--- config.mk ---
export PLATFORM = sky130hd
export DESIGN_NAME = memory_line_adapter
export DESIGN_NICKNAME = d
export VERILOG_FILES = /design/src/rtl/memory_line_adapter_pkg.sv /design/src/rtl/memory_line_adapter.sv
export SDC_FILE = /design/constraint.sdc
export NUM_CORES = 1
export LEC_CHECK = 0
export ABC_AREA = 1
export CAP_MARGIN = 20
export CORE_UTILIZATION = 45
export DETAILED_ROUTE_END_ITERATION = 16
export DONT_BUFFER_PORTS = 1
export GPL_TIMING_DRIVEN = 0
export PLACE_DENSITY_LB_ADDON = 0.15
export SETUP_SLACK_MARGIN = 0.2
export SYNTH_ARGS = -nofsm -noshare
export SYNTH_HDL_FRONTEND = slang
export SYNTH_SLANG_ARGS = --single-unit
--- constraint.sdc ---
create_clock -name clk -period 2.37 [get_ports clk]
set_clock_uncertainty 0.2 [all_clocks]
set_input_delay 0.3555 -clock clk [delete_from_list [all_inputs] [get_ports clk]]
set_output_delay 0.3555 -clock clk [all_outputs]
set_load 0.01 [all_outputs]
--- src/rtl/memory_line_adapter_pkg.sv ---
// Shared types and defaults for the line-to-word memory adapter.
package memory_line_adapter_pkg;

  // Transaction sequencing states of the adapter.
  typedef enum logic [1:0] {
    Idle,
    Issue,
    Drain,
    Done
  } MemoryLineAdapterState;

  // Default word bus geometry: a 128-bit line is served as four 32-bit beats.
  localparam int DefaultWordWidth       = 32;
  localparam int DefaultBeatCount       = 4;
  localparam int DefaultMemoryAddrWidth = 30;
  localparam int DefaultMemoryLineWidth = DefaultWordWidth * DefaultBeatCount;

endpackage

--- src/rtl/memory_line_adapter.sv ---
// Serves one line-wide read or write as a pipelined burst of word accesses
// on a narrow word bus. One transaction at a time; read responses return in
// request order and are assembled low beat first into memoryReadValue.
module memory_line_adapter
  import memory_line_adapter_pkg::*;
#(
  parameter int MemoryAddrWidth  = DefaultMemoryAddrWidth,
  parameter int MemoryLineWidth  = DefaultMemoryLineWidth,
  parameter int WordWidth        = DefaultWordWidth,
  localparam int BeatCount       = MemoryLineWidth / WordWidth,
  localparam int BeatIndexWidth  = $clog2(BeatCount),
  localparam int WordAddrWidth   = MemoryAddrWidth + BeatIndexWidth
) (
  input  logic                       clk,
  input  logic                       rst,
  input  logic [MemoryAddrWidth-1:0] memoryAddr,
  input  logic                       memoryEnable,
  input  logic                       memoryIsWrite,
  input  logic [MemoryLineWidth-1:0] memoryWriteValue,
  output logic [MemoryLineWidth-1:0] memoryReadValue,
  output logic                       memoryDone,
  output logic [WordAddrWidth-1:0]   wordAddr,
  output logic                       wordEnable,
  output logic                       wordIsWrite,
  output logic [WordWidth-1:0]       wordWriteValue,
  input  logic                       wordReady,
  input  logic [WordWidth-1:0]       wordReadValue,
  input  logic                       wordReadValid
);

  // Counter values are one bit wider than a beat index so "all beats" is representable.
  localparam logic [BeatIndexWidth:0] LastBeat  = (BeatIndexWidth+1)'(BeatCount - 1);
  localparam logic [BeatIndexWidth:0] FullCount = (BeatIndexWidth+1)'(BeatCount);
  localparam logic [BeatIndexWidth:0] CountOne  = (BeatIndexWidth+1)'(1);

  MemoryLineAdapterState state;
  MemoryLineAdapterState nextState;

  logic [MemoryAddrWidth-1:0] lineAddr;
  logic                       lineIsWrite;
  logic [MemoryLineWidth-1:0] lineData;
  logic [BeatIndexWidth:0]    issueCount;
  logic [BeatIndexWidth:0]    recvCount;
  logic [BeatIndexWidth:0]    recvCountNext;
  logic [BeatIndexWidth-1:0]  nextBeat;
  logic [BeatIndexWidth-1:0]  recvBeat;
  logic                       startRequest;
  logic                       wordAccept;
  logic                       lastAccept;
  logic                       readPhase;
  logic                       respAccept;

  // Next-state decode plus the two outputs that come straight off the state
  // register. A read that finishes issuing normally drains its remaining
  // responses, but skips Drain if the final response lands in the same cycle.
  always_comb begin
    nextState     = state;
    wordEnable    = 1'b0;
    memoryDone    = 1'b0;
    startRequest  = (state == Idle) && memoryEnable;
    wordAccept    = (state == Issue) && wordReady;
    lastAccept    = wordAccept && (issueCount == LastBeat);
    readPhase     = ((state == Issue) || (state == Drain)) && !lineIsWrite;
    respAccept    = readPhase && wordReadValid;
    recvCountNext = respAccept ? (recvCount + CountOne) : recvCount;
    nextBeat      = issueCount[BeatIndexWidth-1:0] + BeatIndexWidth'(1);
    recvBeat      = recvCount[BeatIndexWidth-1:0];

    case (state)
      Idle: begin
        if (memoryEnable) begin
          nextState = Issue;
        end
      end
      Issue: begin
        wordEnable = 1'b1;
        if (lastAccept) begin
          if (lineIsWrite || (recvCountNext == FullCount)) begin
            nextState = Done;
          end else begin
            nextState = Drain;
          end
        end
      end
      Drain: begin
        if (recvCountNext == FullCount) begin
          nextState = Done;
        end
      end
      Done: begin
        memoryDone = 1'b1;
        nextState  = Idle;
      end
      default: begin
        nextState = Idle;
      end
    endcase
  end

  // State register; reset abandons any transaction in progress.
  always_ff @(posedge clk) begin
    if (rst) begin
      state <= Idle;
    end else begin
      state <= nextState;
    end
  end

  // Request capture and beat issue. The word bus fields are registered one
  // beat ahead so they are valid the cycle Issue is entered and simply hold
  // while the downstream stalls with wordReady low.
  always_ff @(posedge clk) begin
    if (rst) begin
      lineAddr       <= '0;
      lineIsWrite    <= 1'b0;
      lineData       <= '0;
      issueCount     <= '0;
      wordAddr       <= '0;
      wordIsWrite    <= 1'b0;
      wordWriteValue <= '0;
    end else if (startRequest) begin
      lineAddr       <= memoryAddr;
      lineIsWrite    <= memoryIsWrite;
      lineData       <= memoryWriteValue;
      issueCount     <= '0;
      wordAddr       <= {memoryAddr, {BeatIndexWidth{1'b0}}};
      wordIsWrite    <= memoryIsWrite;
      wordWriteValue <= memoryWriteValue[WordWidth-1:0];
    end else if (wordAccept) begin
      issueCount     <= issueCount + CountOne;
      wordAddr       <= {lineAddr, nextBeat};
      wordWriteValue <= lineData[nextBeat*WordWidth +: WordWidth];
    end
  end

  // Read assembly: each in-order response fills the next word slot, beat 0
  // lowest. The line only changes when a read response arrives, so it holds
  // across writes and idle time.
  always_ff @(posedge clk) begin
    if (rst) begin
      recvCount       <= '0;
      memoryReadValue <= '0;
    end else if (startRequest) begin
      recvCount <= '0;
    end else if (respAccept) begin
      memoryReadValue[recvBeat*WordWidth +: WordWidth] <= wordReadValue;
      recvCount <= recvCountNext;
    end
  end

  // A response with no read outstanding is dropped by the logic above; flag
  // it in simulation because it means the downstream has lost track.
  always_ff @(posedge clk) begin
    if (!rst && wordReadValid) begin
      strayResponse: assert (readPhase)
        else $warning("memory_line_adapter: stray wordReadValid ignored in state %s", state.name());
    end
  end

endmodule
==> results.sh, run 1 <==
export IMPL_finalWirelength_um=50600
export IMPL_antenna_left=0
export IMPL_io_buffers=0
export IMPL_clock_latency_ns=0.52
export IMPL_r2r_start="recvCount[0]"
export IMPL_cts_root_buffer="clkbuf_16"
export IMPL_cp_max_fo=5
export IMPL_pre_cts_ws_ns=-0.412
export IMPL_drc=0
export IMPL_r2r_cells=12
export IMPL_grt_max_degree=14
export IMPL_slew_headroom_pct=32.4
export IMPL_rsz0062_at_grt="true"
export IMPL_fin_ws_ns=0.168
export IMPL_synth_edf_count=0
export IMPL_regArea_mm2=0.00716
export IMPL_start_util_pct=45.9
export IMPL_p_total_mw=19.0
export IMPL_cp_slowest_cell="dfxtp_4"
export IMPL_tightest_slew_ns=1.01
export IMPL_gr_total_overflow=0
export IMPL_cellPowerDensity_mw_per_mm2=1030
export IMPL_cts_tree="yes"
export IMPL_vias=13885
export IMPL_slowest_delay_ns=0.36
export IMPL_max_cap_violations=0
export IMPL_track_usage_pct=30.1
export IMPL_worstPathRequired_ns=2.62
export IMPL_drive_above_1_share_pct=10.5
export IMPL_vias_per_cell=5.63
export IMPL_crit_chain="buf_8 -> clkinvlp_4 -> ha_4 -> inv_4 -> nor2_4 -> inv_4 -> nor2_4 -> clkinv_4 -> buf_4 -> nor3_2 -> a21oi_1 -> nor2_1"
export IMPL_grt_antenna_before_repair=2
export IMPL_crit_buf_inv=6
export IMPL_netlist_instances=1790
export IMPL_cts_htree_levels=2
export IMPL_grt_pass1_wl_um=74100
export IMPL_ys_ff_latch=357
export IMPL_layout_nets=2251
export IMPL_yosys_warnings=0
export IMPL_clock_sinks=357
export IMPL_dr_first_iter_drc_count=1027
export IMPL_finalNonFillerCells=2465
export IMPL_wl_per_cell_um=20.5
export IMPL_status="completed"
export IMPL_place_gp_congestion=0.894
export IMPL_crit_path_end_kind="register"
export IMPL_crit_path_start_kind="register"
export IMPL_core_area_mm2=0.0307
export IMPL_worstSetupPathType="reg -> reg"
export IMPL_ys_flop_type="dfxtp_1"
export IMPL_rrSetupSlack_ns=0.17
export IMPL_ios=391
export IMPL_cts_buffers=39
export IMPL_syn_avg_cell_area_um2=7.86
export IMPL_cts_clk_slew_worst_paths_ns=0.06
export IMPL_dieArea_mm2=0.0320
export IMPL_finalCritPeriodShare_pct=92.9
export IMPL_tns_ns=0
export IMPL_clockBufferDepth=3
export IMPL_rows=64
export IMPL_postSynth_asyncResetShare_pct=0
export IMPL_arrival_ns=2.45
export IMPL_cp_depth=12
export IMPL_hpwlAfterDp_um=35400
export IMPL_synth_fp_nets=1999
export IMPL_dpl_cell_count=2186
export IMPL_max_freq_mhz=454
export IMPL_power_leakage_nw=7.05
export IMPL_peakVddDrop_uv=638
export IMPL_min_from="wordReadValue[30]"
export IMPL_cp_startpoint="recvCount[0]"
export IMPL_ys_seq_area_share_pct=50.8
export IMPL_hold_class="in -> reg"
export IMPL_fillers=2755
export IMPL_fin_hold_ws_ns=0.0106
export IMPL_setup_violations=0
export IMPL_netlist_area_mm2=0.0141
export IMPL_grt_pass1_vias=13156
export IMPL_hold_viol=0
export IMPL_area_delta_synth_final_pct=31.0
export IMPL_ys_types=30
export IMPL_crit_family="buffers and inverters"
export IMPL_die_h_um=179
export IMPL_drv_slew=0
export IMPL_dr_pass1_iters=5
export IMPL_fp_dieW_um=179
export IMPL_rr_endpoint="memoryReadValue[69]"
export IMPL_min_period_ns=2.20
export IMPL_multi_input_area_mm2=0.00615
export IMPL_crit_end="memoryReadValue[69]"
## worst min path at each step
stage	end	depth (start not counted)
after floorplan	lineData[65]	2
after CTS	memoryReadValue[94]	4
after global placement	lineData[93]	2
after detailed placement	lineData[71]	2
final	memoryReadValue[94]	4
after global routing	memoryReadValue[94]	4
## cells in the final DEF (no fill, tap or decap), types with 45 or more instances in the layout
master         netlist  layout
or3_1               60      59
nor2_1             221     218
inv_1               98      94
nand2_1            224     220
o21ai_0            248     247
a21oi_1            223     214
nand4_1             45      45
clkbuf_1           100      73
dlygate4sd3_1        0     193
dfxtp_1            357     353
## power by group
part           internal (mW)  leakage, nW  switching, mW
registers               7.16         2.92          0.939
logic                   1.66         3.48           3.06
clock network           3.76        0.641           2.43
## worst min-delay path: cells and delay by family
family | cells | cell delay (ns)
and+or+nand+nor | 2 | 0.10
buffers and inverters | 1 | 0.11
AOI/OAI and AO/OA | 1 | 0.10
## state kept, by name, indices dropped and copies added, names as in the netlist
name	cells
wordWriteValue	32
lineData	128
issueCount	2
lineIsWrite	1
state	2
memoryReadValue	128
lineAddr	30
recvCount	3
wordAddr	31
## timing repair
item                       4_1_cts  5_1_grt
resized for setup               59      105
hold buffers                   193        0
pin swaps                        3       15
hold endpoints to repair       353        0
setup endpoints to repair      288      228
setup buffers                    7        8
cloned                           0        3
## cell families after synthesis
| kind of cell | count (synthesis) | share of synthesized area [%] |
|---|---|---|
| compound gates | 556 | 20.5 |
| fa+ha+maj | 13 | 1.16 |
| flops | 357 | 50.8 |
| simple gates | 579 | 18.0 |
| buf+inv | 255 | 7.38 |
| mux | 30 | 2.14 |
## cell usage after synthesis (32+ instances only)
master	count	area, um2
dfxtp_1	357	7150
or3_1	60	375
a31oi_1	36	225
inv_1	98	368
nand4_1	45	282
buf_2	33	165
o22ai_1	32	200
a21oi_1	223	1120
nand2_1	224	841
o21ai_0	248	1240
clkbuf_1	100	375
nor2_1	221	830
## layer usage
layer | GRT usage (%) | vias to the layer above | part of all wire (%)
li1 | - | 6560 | -
met1 | 35.7 | 6561 | 39
met2 | 50.7 | 602 | 47
met3 | 6.81 | 162 | 8.5
met4 | 15.8 | 0 | 5.3
met5 | 0 | - | 0
## final cells by class
type,count,share of cell area [%]
clock buffer,54,6.16
inverter,101,2.16
timing repair inverter,1,0.0272
multi-input combinational,1178,33.4
sequential,357,38.8
antenna,2,0.0272
clock inverter,12,0.883
buffer,154,4.38
tap,396,2.69
timing repair buffer,210,11.5
## through the flow
step	instance area (um2)	util, %
final	18400	60.1
after global routing	18400	60.1
after CTS	18000	58.7
after detailed placement	14600	47.5
after global placement	14600	47.5
after floorplan	14100	-
No activity file was read; power rests on OpenSTA's default activity.
==> run 2: changes to the inputs <==
--- a/config.mk
+++ b/config.mk
@@ -6,8 +6,9 @@
 export NUM_CORES = 1
 export LEC_CHECK = 0
 export ABC_AREA = 1
-export CAP_MARGIN = 20
-export CORE_UTILIZATION = 45
+export CELL_PAD_IN_SITES_DETAIL_PLACEMENT = 0
+export CELL_PAD_IN_SITES_GLOBAL_PLACEMENT = 2
+export CORE_UTILIZATION = 32
 export DETAILED_ROUTE_END_ITERATION = 16
 export DONT_BUFFER_PORTS = 1
 export GPL_TIMING_DRIVEN = 0
==> run 2 against run 1 <==
Effect of this change: global-route usage decreased by 5.6 points; fmax grew 1.6%; routed wire length is 11% higher; highest routed layer is now met5.
==> results.sh, run 2 (synthesis results as in run 1) <==
export IMPL_p_int_mw=13.6
export IMPL_mostFrequentLayoutCell="dfxtp_1"
export IMPL_cts_tree="yes"
export IMPL_r2r_start="recvCount[0]"
export IMPL_clock_sinks=357
export IMPL_crit_top_cell="nor2_4"
export IMPL_crit_chain="buf_8 -> clkinvlp_4 -> ha_4 -> inv_1 -> nor2_4 -> inv_4 -> nor2_4 -> clkinv_4 -> clkbuf_16 -> nor3_2 -> a21oi_1 -> nor2_1"
export IMPL_crit_end="memoryReadValue[95]"
export IMPL_pwr_share_comb_pct=23.9
export IMPL_hold_class="reg -> reg"
export IMPL_cp_startpoint="recvCount[0]"
export IMPL_tightest_slew_ns=0.872
export IMPL_pwr_share_seq_pct=40.1
export IMPL_clock_latency_ns=0.56
export IMPL_slew_headroom_pct=41.9
export IMPL_final_cell_mix="dfxtp_1, o21ai_0, nand2_1, nor2_1, a21oi_1"
export IMPL_core_area_mm2=0.0432
export IMPL_rows=76
export IMPL_start_util_pct=32.6
export IMPL_cts_root_buffer="clkbuf_16"
export IMPL_max_cap_violations=0
export IMPL_rr_endpoint="memoryReadValue[95]"
export IMPL_vias=13459
export IMPL_worstSetupPathType="reg -> reg"
export IMPL_rsz0062_at_grt="true"
export IMPL_grt_antenna_before_repair=4
export IMPL_vias_per_cell=5.04
export IMPL_setup_violations=0
export IMPL_cts_buffers=42
export IMPL_finalWirelength_um=55900
export IMPL_arrival_ns=2.46
export IMPL_cts_clk_slew_worst_paths_ns=0.06
export IMPL_area_delta_synth_final_pct=36.5
export IMPL_track_usage_pct=24.5
export IMPL_hpwlAfterDp_um=41400
export IMPL_peakVddDrop_uv=580
export IMPL_grt_pass1_wl_um=82600
export IMPL_crit_path_end_kind="register"
export IMPL_die_h_um=212
export IMPL_sw_frac_of_total_pct=33.2
export IMPL_clockBufferDepth=3
export IMPL_grt_pass1_vias=13217
export IMPL_gr_total_overflow=0
export IMPL_dr_pass1_iters=5
export IMPL_p_total_mw=20.3
export IMPL_status="completed"
export IMPL_rrSetupSlack_ns=0.20
export IMPL_finalCritPeriodShare_pct=91.5
export IMPL_cp_slowest_cell="dfxtp_4"
export IMPL_drv_slew=0
export IMPL_layout_nets=2259
export IMPL_hold_viol=0
export IMPL_finalNonFillerCells=2673
export IMPL_dpl_cell_count=2375
export IMPL_placed_cell_area_mm2=0.0148
export IMPL_cp_max_fo=8
export IMPL_pre_cts_ws_ns=-0.468
export IMPL_dr_first_iter_drc_count=638
export IMPL_ios=391
export IMPL_drive_above_1_share_pct=12.1
export IMPL_cellPowerDensity_mw_per_mm2=1060
export IMPL_reg_largest_list="lineData: 128 flops, memoryReadValue: 128 flops, wordWriteValue: 32 flops"
export IMPL_fp_dieW_um=212
export IMPL_fin_ws_ns=0.202
export IMPL_power_leakage_nw=7.27
export IMPL_dieArea_mm2=0.0448
export IMPL_max_freq_mhz=461
export IMPL_r2r_cells=12
export IMPL_cts_htree_levels=2
export IMPL_worstPathRequired_ns=2.66
export IMPL_power_frac_clock_pct=36.0
export IMPL_crit_path_start_kind="register"
export IMPL_io_buffers=0
export IMPL_grt_max_degree=13
export IMPL_place_gp_congestion=0.827
export IMPL_antenna_left=0
export IMPL_tns_ns=0
export IMPL_switchingPower_mw=6.74
export IMPL_wl_per_cell_um=20.9
export IMPL_min_period_ns=2.17
export IMPL_drc=0
export IMPL_fin_area_mm2=0.0192
export IMPL_slowest_delay_ns=0.35
-- run 2: cell count changes in the layout (fill, tap and decap cells not counted), moves of 5 or more --
cell / previous run / this run
clkbuf_4: 9 / 17
or3_4: 1 / 6
a21oi_1: 214 / 205
buf_6: 8 / 13
clkbuf_8: 6 / 17
clkbuf_1: 73 / 65
or3_1: 59 / 54
clkbuf_2: 29 / 24
a21oi_2: 9 / 19
clkbuf_16: 43 / 49
-- run 2: critical path: cells and delay by family, from the launching register on --
family / cells / cell delay, ns
adder cells (fa/ha/maj): 1 / 0.31
AND/OR/NAND/NOR: 4 / 0.49
flip-flops: 1 / 0.35
buffers and inverters: 6 / 0.67
AO/OA/AOI/OAI: 1 / 0.06
-- run 2: cell type report --
type / count / area [um2]
diodes: 4 / 10.0
flip-flops and latches: 357 / 7160
inverters: 101 / 395
fillers: 4586 / 24000
clock inverters: 11 / 230
well taps: 585 / 732
multi-input cells: 1178 / 6210
repair buffers: 216 / 2190
clock buffers: 67 / 1360
plain buffers: 154 / 912
-- run 2: per-stage QoR --
step                util (%)  hold WS, ns
floorplan                  -        0.224
global placement        34.3        0.235
detailed placement      34.3        0.238
CTS                     43.1        0.229
global route            44.4        0.249
finish                  44.5        0.248
-- run 2: worst min path at each step --
| stage | start | endpoint | cells past startpoint |
|---|---|---|---|
| global route | memoryEnable | memoryReadValue[33] | 6 |
| finish | lineData[81] | lineData[81] | 2 |
| CTS | memoryEnable | memoryReadValue[71] | 6 |
| detailed placement | lineData[95] | lineData[95] | 2 |
| global placement | lineData[95] | lineData[95] | 2 |
| floorplan | lineData[65] | lineData[65] | 2 |
-- run 2: layer usage --
layer  global-route usage [%]  vias to the layer above  share of wire [%]  routed length [um]
li1                         -                     6620                  -                   -
met1                     29.1                     6373                 40               22600
met2                     42.5                      377                 49               27600
met3                     6.76                       87                7.2                4030
met4                     7.80                        2                2.9                1630
met5                        0                        -              0.023                  13
-- run 2: power by group through the flow --
stage | sequential, mW | clock, mW | combinational, mW
after floorplan | 7.93 | 0 | 2.89
final | 8.15 | 7.31 | 4.84
after detailed placement | 8.29 | 0 | 4.19
after global routing | 8.27 | 7.75 | 5.45
after global placement | 8.27 | 0 | 4.14
after CTS | 8.17 | 7.47 | 4.71
-- run 2: repair_timing --
action | 4_1_cts | 5_1_grt
gates resized for setup | 94 | 128
hold buffers | 194 | 0
endpoints found under the hold margin | 356 | 0
buffers inserted | 7 | 11
setup endpoints to repair | 326 | 291
gates cloned | 0 | 4
pin swaps | 3 | 19
